**src/rtl/adder_bist_pkg.sv**
```systemverilog
// rtl/adder_bist_pkg.sv - shared constants, state codes and corner vectors for the adder BIST
package adder_bist_pkg;

  typedef logic [2:0] state_t;

  localparam state_t ST_IDLE  = 3'd0;
  localparam state_t ST_DRIVE = 3'd1;
  localparam state_t ST_WAIT  = 3'd2;
  localparam state_t ST_CHECK = 3'd3;
  localparam state_t ST_DONE  = 3'd4;

  localparam logic [31:0] LFSR_MASK = 32'h80200003;
  localparam logic [15:0] ERR_SAT   = 16'hFFFF;
  localparam logic [15:0] NO_FAIL   = 16'hFFFF;

  typedef struct packed {
    logic [31:0] a;
    logic [31:0] b;
    logic        cin;
  } corner_t;

  // Carry, overflow and all-ones corners exercised before the pseudo-random phase
  function automatic corner_t corner_vec(input logic [1:0] idx);
    corner_t v;
    case (idx)
      2'd0:    v = '{a: 32'h7FFFFFFF, b: 32'h7FFFFFFF, cin: 1'b0};
      2'd1:    v = '{a: 32'h8FFFFFFF, b: 32'h8FFFFFFF, cin: 1'b0};
      2'd2:    v = '{a: 32'hFFFFFFFF, b: 32'hFFFFFFFF, cin: 1'b0};
      default: v = '{a: 32'h00000000, b: 32'hFFFFFFFF, cin: 1'b1};
    endcase
    return v;
  endfunction

endpackage

```
**src/rtl/adder_bist_lfsr.sv**
```systemverilog
// rtl/adder_bist_lfsr.sv - right-shifting Galois LFSR operand source with seed reload
module adder_bist_lfsr #(
  parameter int               WIDTH = 32,
  parameter logic [WIDTH-1:0] SEED  = {{(WIDTH-1){1'b0}}, 1'b1},
  parameter logic [WIDTH-1:0] MASK  = {WIDTH{1'b1}}
) (
  input  logic             clk,
  input  logic             rst_n,
  input  logic             load,
  input  logic             step,
  output logic [WIDTH-1:0] value
);

  logic [WIDTH-1:0] r_value;

  always_ff @(posedge clk or negedge rst_n) begin
    if (!rst_n) begin
      r_value <= SEED;
    end else if (load) begin
      r_value <= SEED;
    end else if (step) begin
      r_value <= (r_value >> 1) ^ (r_value[0] ? MASK : '0);
    end
  end

  assign value = r_value;

endmodule

```
**src/rtl/adder_bist_ctrl.sv**
```systemverilog
// rtl/adder_bist_ctrl.sv - BIST driver/checker for a WIDTH-bit adder; overflow checking under ADDER_BIST_OF_CHECK_EN
import adder_bist_pkg::*;

module adder_bist_ctrl #(
  parameter int          WIDTH         = 32,
  parameter int          NUM_VECTORS   = 64,
  parameter int          SETTLE_CYCLES = 2,
  parameter logic [31:0] SEED_A        = 32'hACE12468,
  parameter logic [31:0] SEED_B        = 32'h13579BDF
) (
  input  logic             clk,
  input  logic             rst_n,
  input  logic             start,
  output logic [WIDTH-1:0] a_o,
  output logic [WIDTH-1:0] b_o,
  output logic             cin_o,
  input  logic [WIDTH-1:0] sum_i,
  input  logic             cout_i,
  input  logic             of_i,
  output logic             busy,
  output logic             done,
  output logic             pass,
  output logic [15:0]      err_count,
  output logic [15:0]      vec_idx,
  output logic [15:0]      first_fail_idx
);

  localparam logic [15:0] LAST_IDX = 16'(NUM_VECTORS - 1);
  localparam logic [15:0] SETTLE   = 16'(SETTLE_CYCLES);

  state_t           r_state;
  logic [15:0]      r_wait;
  logic [WIDTH-1:0] r_a;
  logic [WIDTH-1:0] r_b;
  logic             r_cin;
  logic             r_busy;
  logic             r_done;
  logic             r_pass;
  logic [15:0]      r_err;
  logic [15:0]      r_vec;
  logic [15:0]      r_first_fail;

  logic             w_start_ok;
  logic             w_lfsr_step;
  logic [WIDTH-1:0] w_lfsr_a;
  logic [WIDTH-1:0] w_lfsr_b;
  corner_t          w_corner;
  logic [WIDTH:0]   w_exp;
  logic [WIDTH-1:0] w_exp_sum;
  logic             w_exp_cout;
  logic             w_mismatch;
  logic [15:0]      w_err_next;

  assign w_start_ok  = start && ((r_state == ST_IDLE) || (r_state == ST_DONE));
  assign w_lfsr_step = (r_state == ST_DRIVE) && (r_vec >= 16'd4);
  assign w_corner    = corner_vec(r_vec[1:0]);

  adder_bist_lfsr #(
    .WIDTH (WIDTH),
    .SEED  (WIDTH'(SEED_A)),
    .MASK  (WIDTH'(LFSR_MASK))
  ) u_lfsr_a (
    .clk   (clk),
    .rst_n (rst_n),
    .load  (w_start_ok),
    .step  (w_lfsr_step),
    .value (w_lfsr_a)
  );

  adder_bist_lfsr #(
    .WIDTH (WIDTH),
    .SEED  (WIDTH'(SEED_B)),
    .MASK  (WIDTH'(LFSR_MASK))
  ) u_lfsr_b (
    .clk   (clk),
    .rst_n (rst_n),
    .load  (w_start_ok),
    .step  (w_lfsr_step),
    .value (w_lfsr_b)
  );

  // Reference is taken from the registered operands, which hold from DRIVE through CHECK
  assign w_exp      = {1'b0, r_a} + {1'b0, r_b} + {{WIDTH{1'b0}}, r_cin};
  assign w_exp_sum  = w_exp[WIDTH-1:0];
  assign w_exp_cout = w_exp[WIDTH];

`ifdef ADDER_BIST_OF_CHECK_EN
  logic w_exp_of;
  assign w_exp_of   = (r_a[WIDTH-1] == r_b[WIDTH-1]) && (w_exp_sum[WIDTH-1] != r_a[WIDTH-1]);
  assign w_mismatch = (sum_i != w_exp_sum) || (cout_i != w_exp_cout) || (of_i != w_exp_of);
`else
  logic w_unused_of;
  assign w_unused_of = of_i;
  assign w_mismatch  = (sum_i != w_exp_sum) || (cout_i != w_exp_cout);
`endif

  assign w_err_next = (w_mismatch && (r_err != ERR_SAT)) ? r_err + 16'd1 : r_err;

  always_ff @(posedge clk or negedge rst_n) begin
    if (!rst_n) begin
      r_state      <= ST_IDLE;
      r_wait       <= '0;
      r_a          <= '0;
      r_b          <= '0;
      r_cin        <= 1'b0;
      r_busy       <= 1'b0;
      r_done       <= 1'b0;
      r_pass       <= 1'b0;
      r_err        <= '0;
      r_vec        <= '0;
      r_first_fail <= NO_FAIL;
    end else begin
      case (r_state)
        ST_IDLE, ST_DONE: begin
          if (start) begin
            r_err        <= '0;
            r_vec        <= '0;
            r_first_fail <= NO_FAIL;
            r_done       <= 1'b0;
            r_pass       <= 1'b0;
            r_busy       <= 1'b1;
            r_state      <= ST_DRIVE;
          end
        end
        ST_DRIVE: begin
          if (r_vec < 16'd4) begin
            r_a   <= WIDTH'(w_corner.a);
            r_b   <= WIDTH'(w_corner.b);
            r_cin <= w_corner.cin;
          end else begin
            r_a   <= w_lfsr_a;
            r_b   <= w_lfsr_b;
            r_cin <= w_lfsr_a[0] ^ w_lfsr_b[0];
          end
          r_wait  <= SETTLE;
          r_state <= (SETTLE == 16'd0) ? ST_CHECK : ST_WAIT;
        end
        ST_WAIT: begin
          r_wait <= r_wait - 16'd1;
          if (r_wait == 16'd1) begin
            r_state <= ST_CHECK;
          end
        end
        ST_CHECK: begin
          r_err <= w_err_next;
          if (w_mismatch && (r_first_fail == NO_FAIL)) begin
            r_first_fail <= r_vec;
          end
          if (r_vec == LAST_IDX) begin
            r_busy  <= 1'b0;
            r_done  <= 1'b1;
            r_pass  <= (w_err_next == 16'd0);
            r_state <= ST_DONE;
          end else begin
            r_vec   <= r_vec + 16'd1;
            r_state <= ST_DRIVE;
          end
        end
        default: r_state <= ST_IDLE;
      endcase
    end
  end

  assign a_o            = r_a;
  assign b_o            = r_b;
  assign cin_o          = r_cin;
  assign busy           = r_busy;
  assign done           = r_done;
  assign pass           = r_pass;
  assign err_count      = r_err;
  assign vec_idx        = r_vec;
  assign first_fail_idx = r_first_fail;

endmodule

```
**config.mk**
```make
export PLATFORM = sky130hd
export DESIGN_NAME = adder_bist_ctrl
export DESIGN_NICKNAME = d
export VERILOG_FILES = /design/src/rtl/adder_bist_pkg.sv /design/src/rtl/adder_bist_lfsr.sv /design/src/rtl/adder_bist_ctrl.sv
export SDC_FILE = /design/constraint.sdc
export NUM_CORES = 1
export LEC_CHECK = 0
export ABC_AREA = 1
export CAP_MARGIN = 10
export CORE_ASPECT_RATIO = 1.75
export CORE_MARGIN = 4
export CORE_UTILIZATION = 42
export DETAILED_ROUTE_END_ITERATION = 10
export MAX_ROUTING_LAYER = met4
export PLACE_DENSITY = 0.75
export SLEW_MARGIN = 20
export SYNTH_ARGS = -nofsm -noshare
export SYNTH_HDL_FRONTEND = slang
export SYNTH_SLANG_ARGS = --single-unit
```
**constraint.sdc**
```tcl
create_clock -name clk -period 3.75 [get_ports clk]
set_input_delay 0.5625 -clock clk [delete_from_list [all_inputs] [get_ports clk]]
set_output_delay 0.5625 -clock clk [all_outputs]
set_load 0.05 [all_outputs]
```
; ---- After elaboration in Yosys (flattened, before gate mapping)
; Index checks and enable logic that the tools add are counted.
[op_classes]
n_addsub = 5
order_cmp = 2
eq_ne = 17
muxes = 31
n_bitwise = 3
reduce_logical = 18
[ops]
columns = operator, count
row1 = $mux W32, 8
row2 = $pmux W65 S3, 1
row3 = $pmux W16 S2, 4
row4 = $mux W16, 5
row5 = $xor A31 B32 Y32, 2
row6 = $add A32 B32 Y33, 1
row7 = $add A33 B1 Y33, 1
row8 = $add A16 B1 Y16 const B, 2
row9 = $ne A32 B32 Y1, 1
row10 = $eq A16 B1 Y1 const B, 1
row11 = $eq A16 B16 Y1 const B, 1
row12 = $eq A16 B6 Y1 const B, 1
row13 = $ge A16 B3 Y1 const B, 1
row14 = $logic_not A16 Y1, 1
row15 = $lt A16 B3 Y1 const B, 1
row16 = $ne A16 B16 Y1 const B, 1
row17 = $sub A16 B1 Y16 const B, 1
row18 = $pmux W3 S4, 1
row19 = $ne A2 B2 Y1 const B, 5
row20 = $mux W3, 3
row21 = $reduce_and A3 Y1, 3
row22 = $eq A3 B2 Y1 const B, 2
row23 = $mux W1, 6
row24 = $pmux W1 S2, 3
row25 = other kinds (13), 20
[word_totals]
regBits = 199

; ---- Longest topological paths before layout
[depth]
ltp_word = 9
ltp_mapped = 28
depth_no_buf = 27

; ---- Hierarchy
; A second synthesis with hierarchy kept.
[hier_totals]
hier_cells = 1782
area_unflattened_um2 = 12774.8
[by_module_without_submodules]
columns = module, n_inst, cells_each, area_per_inst_um2, seq_area_each_um2
row1 = adder_bist_ctrl, 1, 1500, 10082.2, 3398.3
row2 = adder_bist_lfsr (u_lfsr_b), 1, 143, 1350.0, 825.8
row3 = adder_bist_lfsr (u_lfsr_a), 1, 139, 1342.5, 817.0

; ---- Least setup slack after synthesis
; OpenSTA, ideal clock, no wires.
[synth_timing]
kind = reg-to-reg
start = register r_a[0], in the netlist a_o[0]
end = register r_first_fail[5], in the netlist first_fail_idx[5]
setup_ps = 68
arrival_time_ps = 3311
required_ps = 3682
slack_ps = 371
path_stages_with_launch = 25
path_buffers = 1
path_cell_list = dfrtp_1 > inv_1 > fa_1 > inv_1 > fa_1 > nand2_1 > nand2_1 > nand3_1 > nand2_2 > nand2_1 > nand2_2 > nand2_2 > nand2_2 > nand2_1 > nand2_1 > nand2_1 > nand2_1 > inv_2 > nand4_2 > inv_2 > nand2_2 > nor4b_4 > buf_4 > nor3_1 > a21oi_2
[synth_via]
elab_chain_len = 7
elab_cells_between_ends = 8
[synth_rtl]
columns = item, line_no
row1 = from (decl), adder_bist_ctrl.sv:33  ; logic [WIDTH-1:0] r_a;
row2 = from (signal assigned), adder_bist_ctrl.sv:127  ; r_a <= WIDTH'(w_corner.a);
row3 = from (signal assigned), adder_bist_ctrl.sv:131  ; r_a <= w_lfsr_a;
row4 = $add A32 B32 Y33 (*), adder_bist_ctrl.sv:83  ; assign w_exp = {1'b0, r_a} + {1'b0, r_b} + {{WIDTH{1'b0}}, r_cin};
row5 = $add A33 B1 Y33 (*), adder_bist_ctrl.sv:83
row6 = $ne A32 B32 Y1 / $ne A1 B1 Y1 (equally long branches), adder_bist_ctrl.sv:94  ; assign w_mismatch = (sum_i != w_exp_sum) || (cout_i != w_exp_cout);
row7 = $logic_or A1 B1 Y1 (*), adder_bist_ctrl.sv:94
row8 = $logic_and A1 B1 Y1 (*), adder_bist_ctrl.sv:146  ; if (w_mismatch && (r_first_fail == NO_FAIL)) begin
row9 = $ne A2 B2 Y1 (no source line) (*), --
row10 = $reduce_and A3 Y1 (no source line) (*), --
row11 = to (signal assigned), adder_bist_ctrl.sv:147  ; r_first_fail <= r_vec;
row12 = to (decl), adder_bist_ctrl.sv:41  ; logic [15:0] r_first_fail;
; Mark *: on every way between the ends. The rest lies on a longest branch, timed or not.
; A chain may end at the register's enable or synchronous reset.

; ---- Worst setup path after layout
[layout_timing]
start = register r_a[0], in the netlist a_o[0]
end = register r_pass, in the netlist pass
[layout_via]
elab_chain_len = 9
elab_cells_between_ends = 10
[layout_rtl]
columns = item, line_no
row1 = $add A32 B32 Y33 (*), adder_bist_ctrl.sv:83
row2 = $add A33 B1 Y33 (*), adder_bist_ctrl.sv:83
row3 = $ne A32 B32 Y1 / $ne A1 B1 Y1 (equally long branches), adder_bist_ctrl.sv:94
row4 = $logic_or A1 B1 Y1 (*), adder_bist_ctrl.sv:94
row5 = $logic_and A1 B1 Y1 (*), adder_bist_ctrl.sv:97  ; assign w_err_next = (w_mismatch && (r_err != ERR_SAT)) ? r_err + 16'd1 : r_err;
row6 = $mux W16 (*), adder_bist_ctrl.sv:97
row7 = $logic_not A16 Y1 (*), adder_bist_ctrl.sv:152  ; r_pass <= (w_err_next == 16'd0);
row8 = $mux W1 (*), adder_bist_ctrl.sv:149  ; if (r_vec == LAST_IDX) begin
row9 = $pmux W1 S2 (*), adder_bist_ctrl.sv:113  ; case (r_state)
row10 = to (signal assigned), adder_bist_ctrl.sv:152
row11 = to (decl), adder_bist_ctrl.sv:38  ; logic r_pass;
; Mark *: on every way between the ends. The rest lies on a longest branch, timed or not. The select of a mux whose other input is x is not followed.

==> out/metrics.yaml <==
synth:
  synthFlopType: "dfrtp_1"
  ys_types: 54
  synth-edff-count: 0
  ys_seq_area_share_pct: 40.8
  synth_nets: 1778
  ys_ff_latch: 199
  synthesis.area_um2: 12400
  async_flop_share_pct: 100
  ys_warn_count: 0
  syn_inst: 1700
  synth.avg_cell_area_um2: 7.27
sta:
  tns_ns: 0
  relSlewSlack_pct: 37.1
  final_hold_viol_count: 0
  min_period_ns: 3.63
  max_freq_mhz: 275
  worst_pin_slew_ns: 0.943
  clock_skew_ns: 0.0116
  timing.hold.ws_ns: 0.128
  post-route-period-util_pct: 96.9
  setup-violations-final: 0
  drv_slew: 0
run:
  maxCapViolCount: 0
worst_setup_path:
  start_kind: "flip-flop"
  timing.rr.start: "a_o[0]$_DFFE_PN0P_"
  worst-setup-path-type: "flip-flop to flip-flop"
  crit_path_max_fanout: 5
  arrival_ns: 3.97
  cp-end-kind: "flip-flop"
  crit_required_ns: 4.08
  startpoint: "a_o[0]$_DFFE_PN0P_"
cells_and_area:
  nFillCells: 2696
  area_delta_synth_final_pct: 27.6
  regArea_um2: 5040
  fin_area_um2: 15800
  multi_input_area_um2: 6310
  layout-drive-gt1-share_pct: 14.6
  n_antenna_cell: 0
  fin_nets: 2006
outcome:
  outcome: "completed"
pwr:
  p_per_area_nw_per_um2: 942
  seqPwrFrac_pct: 23.9
  leakagePower_nw: 7.84
  cellInternalPower_mw: 7.27
  p_switching_mw: 7.59
  p_comb_share_pct: 63.8
  swShare_pct: 51.1
  clockPowerShare_pct: 12.3
  ir_worst_vdd_mv: 0.505
drt:
  wl_per_cell_um: 17.0
  vias_per_cell: 5.24
  drt-initial-drc-count: 669
  ant_nets: 0
  drt_wl_total_um: 39300
  first_pass_iters: 5
  num_vias: 12160
  route.detailed.drc: 0
clocking:
  clk_path_buf_depth: 2
  tritoncts: "built"
  clock-sinks: 199
  clk_latency_ns: 0.45
  clockRootBuffer: "clkbuf_16"
  hold_buffers: 0
  cts_buffers: 17
  cts.clk_slew.worst_paths_ns: 0.08
  htree_levels: 4
floorplan:
  placementRows: 82
  coreArea_um2: 28800
  die_h_um: 235
  io_pins: 153
  die_w_um: 138
  start_util_pct: 42.9
  die_area_um2: 32300
global_routing:
  track_usage_pct: 24.8
  antenna_found_initial: 0
  grt_pass1_vias: 12052
  grt_pass1_wl_um: 61200
  grt_max_degree: 81
  grt_overflow: 0
worst_hold_path:
  hp-class: "primary input to async pin"
placement:
  dp.final_hpwl_um: 30600
  routabilityCongestion: 1.01
  placed_area_um2: 14800
  io_buffers: 151
==> power by group through the flow <==
stage / clock network, mW / logic (mW) / registers (mW)
after floorplan: 0 / 4.89 / 4.68
after global placement: 0 / 8.96 / 3.54
after detailed placement: 0 / 9.14 / 3.56
after CTS: 1.86 / 9.21 / 3.54
after global routing: 1.95 / 10.4 / 3.63
final: 1.83 / 9.47 / 3.55
==> per-layer routing <==
layer,vias to the layer above,part of all wire [%],wire [um],track usage (%)
li1,5905,-,-,-
met1,5763,37,14500,26.3
met2,361,52,20500,42.8
met3,131,4.0,1590,3.34
met4,0,6.9,2700,15.2
met5,-,0,0,-
==> timing repair <==
action | CTS | global route
setup buffers | 2 | 9
gates cloned | 0 | 1
pin swaps | 0 | 27
setup endpoints to repair | 17 | 24
gates resized for setup | 7 | 57
==> logic make-up (layout without fill, tap and decap cells) <==
| kind of cell | Yosys count | in the layout | synth area share [%] |
|---|---|---|---|
| compound gates | 243 | 243 | 12.3 |
| xor+xnor | 34 | 34 | 2.52 |
| fa+ha+maj | 41 | 41 | 4.27 |
| buf+inv | 326 | 566 | 10.1 |
| flops | 199 | 199 | 40.8 |
| mux | 2 | 2 | 0.172 |
| simple gates | 855 | 856 | 29.9 |
==> synthesized netlist by cell type, drive strengths merged (3+ instances only) <==
library cell  number  area (um^2)
ha                39          488
nand3            115          606
a22oi              9         67.6
dfstp             49         1290
inv              289         1080
nand3b             8         60.1
o22ai             12         75.1
dfrtp            150         3750
o21a               3         22.5
xor2              19          166
nand2            479         1850
nor4               9         62.6
o21ai             56          280
nor3              34          180
a21oi             92          479
nand4             20          153
nor2             184          726
buf                7         47.5
o31ai              9         67.6
o22a               3         26.3
a2bb2oi           39          342
xnor2             14          123
o21bai             4         30.0
clkbuf            28          105
o211ai             5         37.5
a22o               4         35.0
==> stage by stage <==
step	worst slack [ns]	power, mW	util, %	instances
finish	0.115	14.9	54.7	2319
global route	-0.115	16.0	54.7	2319
CTS	0.0216	14.6	53.7	2310
detailed placement	-0.351	12.7	51.4	2276
global placement	-0.171	12.5	51.4	2276
floorplan	0.371	9.57	-	1700
==> worst max-delay path, cell delays in order (launching register included) <==
cell and delay, ns:
dfrtp_1 0.39, inv_2 0.07, fa_2 0.40, inv_4 0.09, fa_2 0.25, nand2_2 0.09, nand2_4 0.10, nand3_4 0.08
nand2_4 0.12, nand2_2 0.07, nand2_2 0.10, nand2_1 0.08, nand3_1 0.10, buf_4 0.13, nand3_1 0.08, nor2_1 0.11
nand4_1 0.24, nor2_4 0.27, nand3_4 0.16, buf_6 0.16, nand3_1 0.07, a21oi_1 0.09, nand2_1 0.09, nor2_2 0.04
nand3_1 0.07, nand2_1 0.05
==> final cells by class <==
class,count,area share [%]
Multi-Input combinational cell,1176,40.0
Sequential cell,199,32.0
Timing Repair Buffer,243,14.2
Inverter,291,6.94
Tap cell,378,3.00
Clock buffer,19,2.87
Clock inverter,13,0.944
==> sequential cells by signal, indices dropped and copies added, names as in the netlist, 16 cells and up <==
| signal | flops |
|---|---|
| vec_idx | 16 |
| u_lfsr_a.value | 32 |
| b_o | 32 |
| r_wait | 16 |
| err_count | 16 |
| first_fail_idx | 16 |
| a_o | 32 |
| u_lfsr_b.value | 32 |
==> cell usage in the layout, fill, tap and decap left out, types with 30 or more instances in the layout <==
| cell | n |
|---|---|
| o21ai_0 | 54 |
| a2bb2oi_1 | 39 |
| nor2_1 | 162 |
| a21oi_1 | 86 |
| ha_1 | 39 |
| clkdlybuf4s50_1 | 150 |
| dfstp_2 | 49 |
| dfrtp_1 | 150 |
| inv_1 | 275 |
| buf_4 | 87 |
| nand3_1 | 98 |
| nand2_1 | 442 |
| nand2_2 | 30 |
==> final timing paths <==
| kind | end | slack [ns] | depth (start not counted) |
|---|---|---|---|
| min in group clk | u_lfsr_a.value[5]$_DFFE_PN1P_ | 0.49 | 2 |
| worst min register to register | u_lfsr_a.value[5]$_DFFE_PN1P_ | 0.49 | 2 |
| worst min-delay path | a_o[5]$_DFFE_PN0P_ | 0.13 | 1 |
| worst max register to register | pass$_DFFE_PN0P_ | 0.12 | 25 |
| max in group asynchronous | first_fail_idx[14]$_DFFE_PN1P_ | 2.72 | 2 |
| worst max-delay path | pass$_DFFE_PN0P_ | 0.12 | 25 |
No activity file was read; power rests on OpenSTA's default activity.
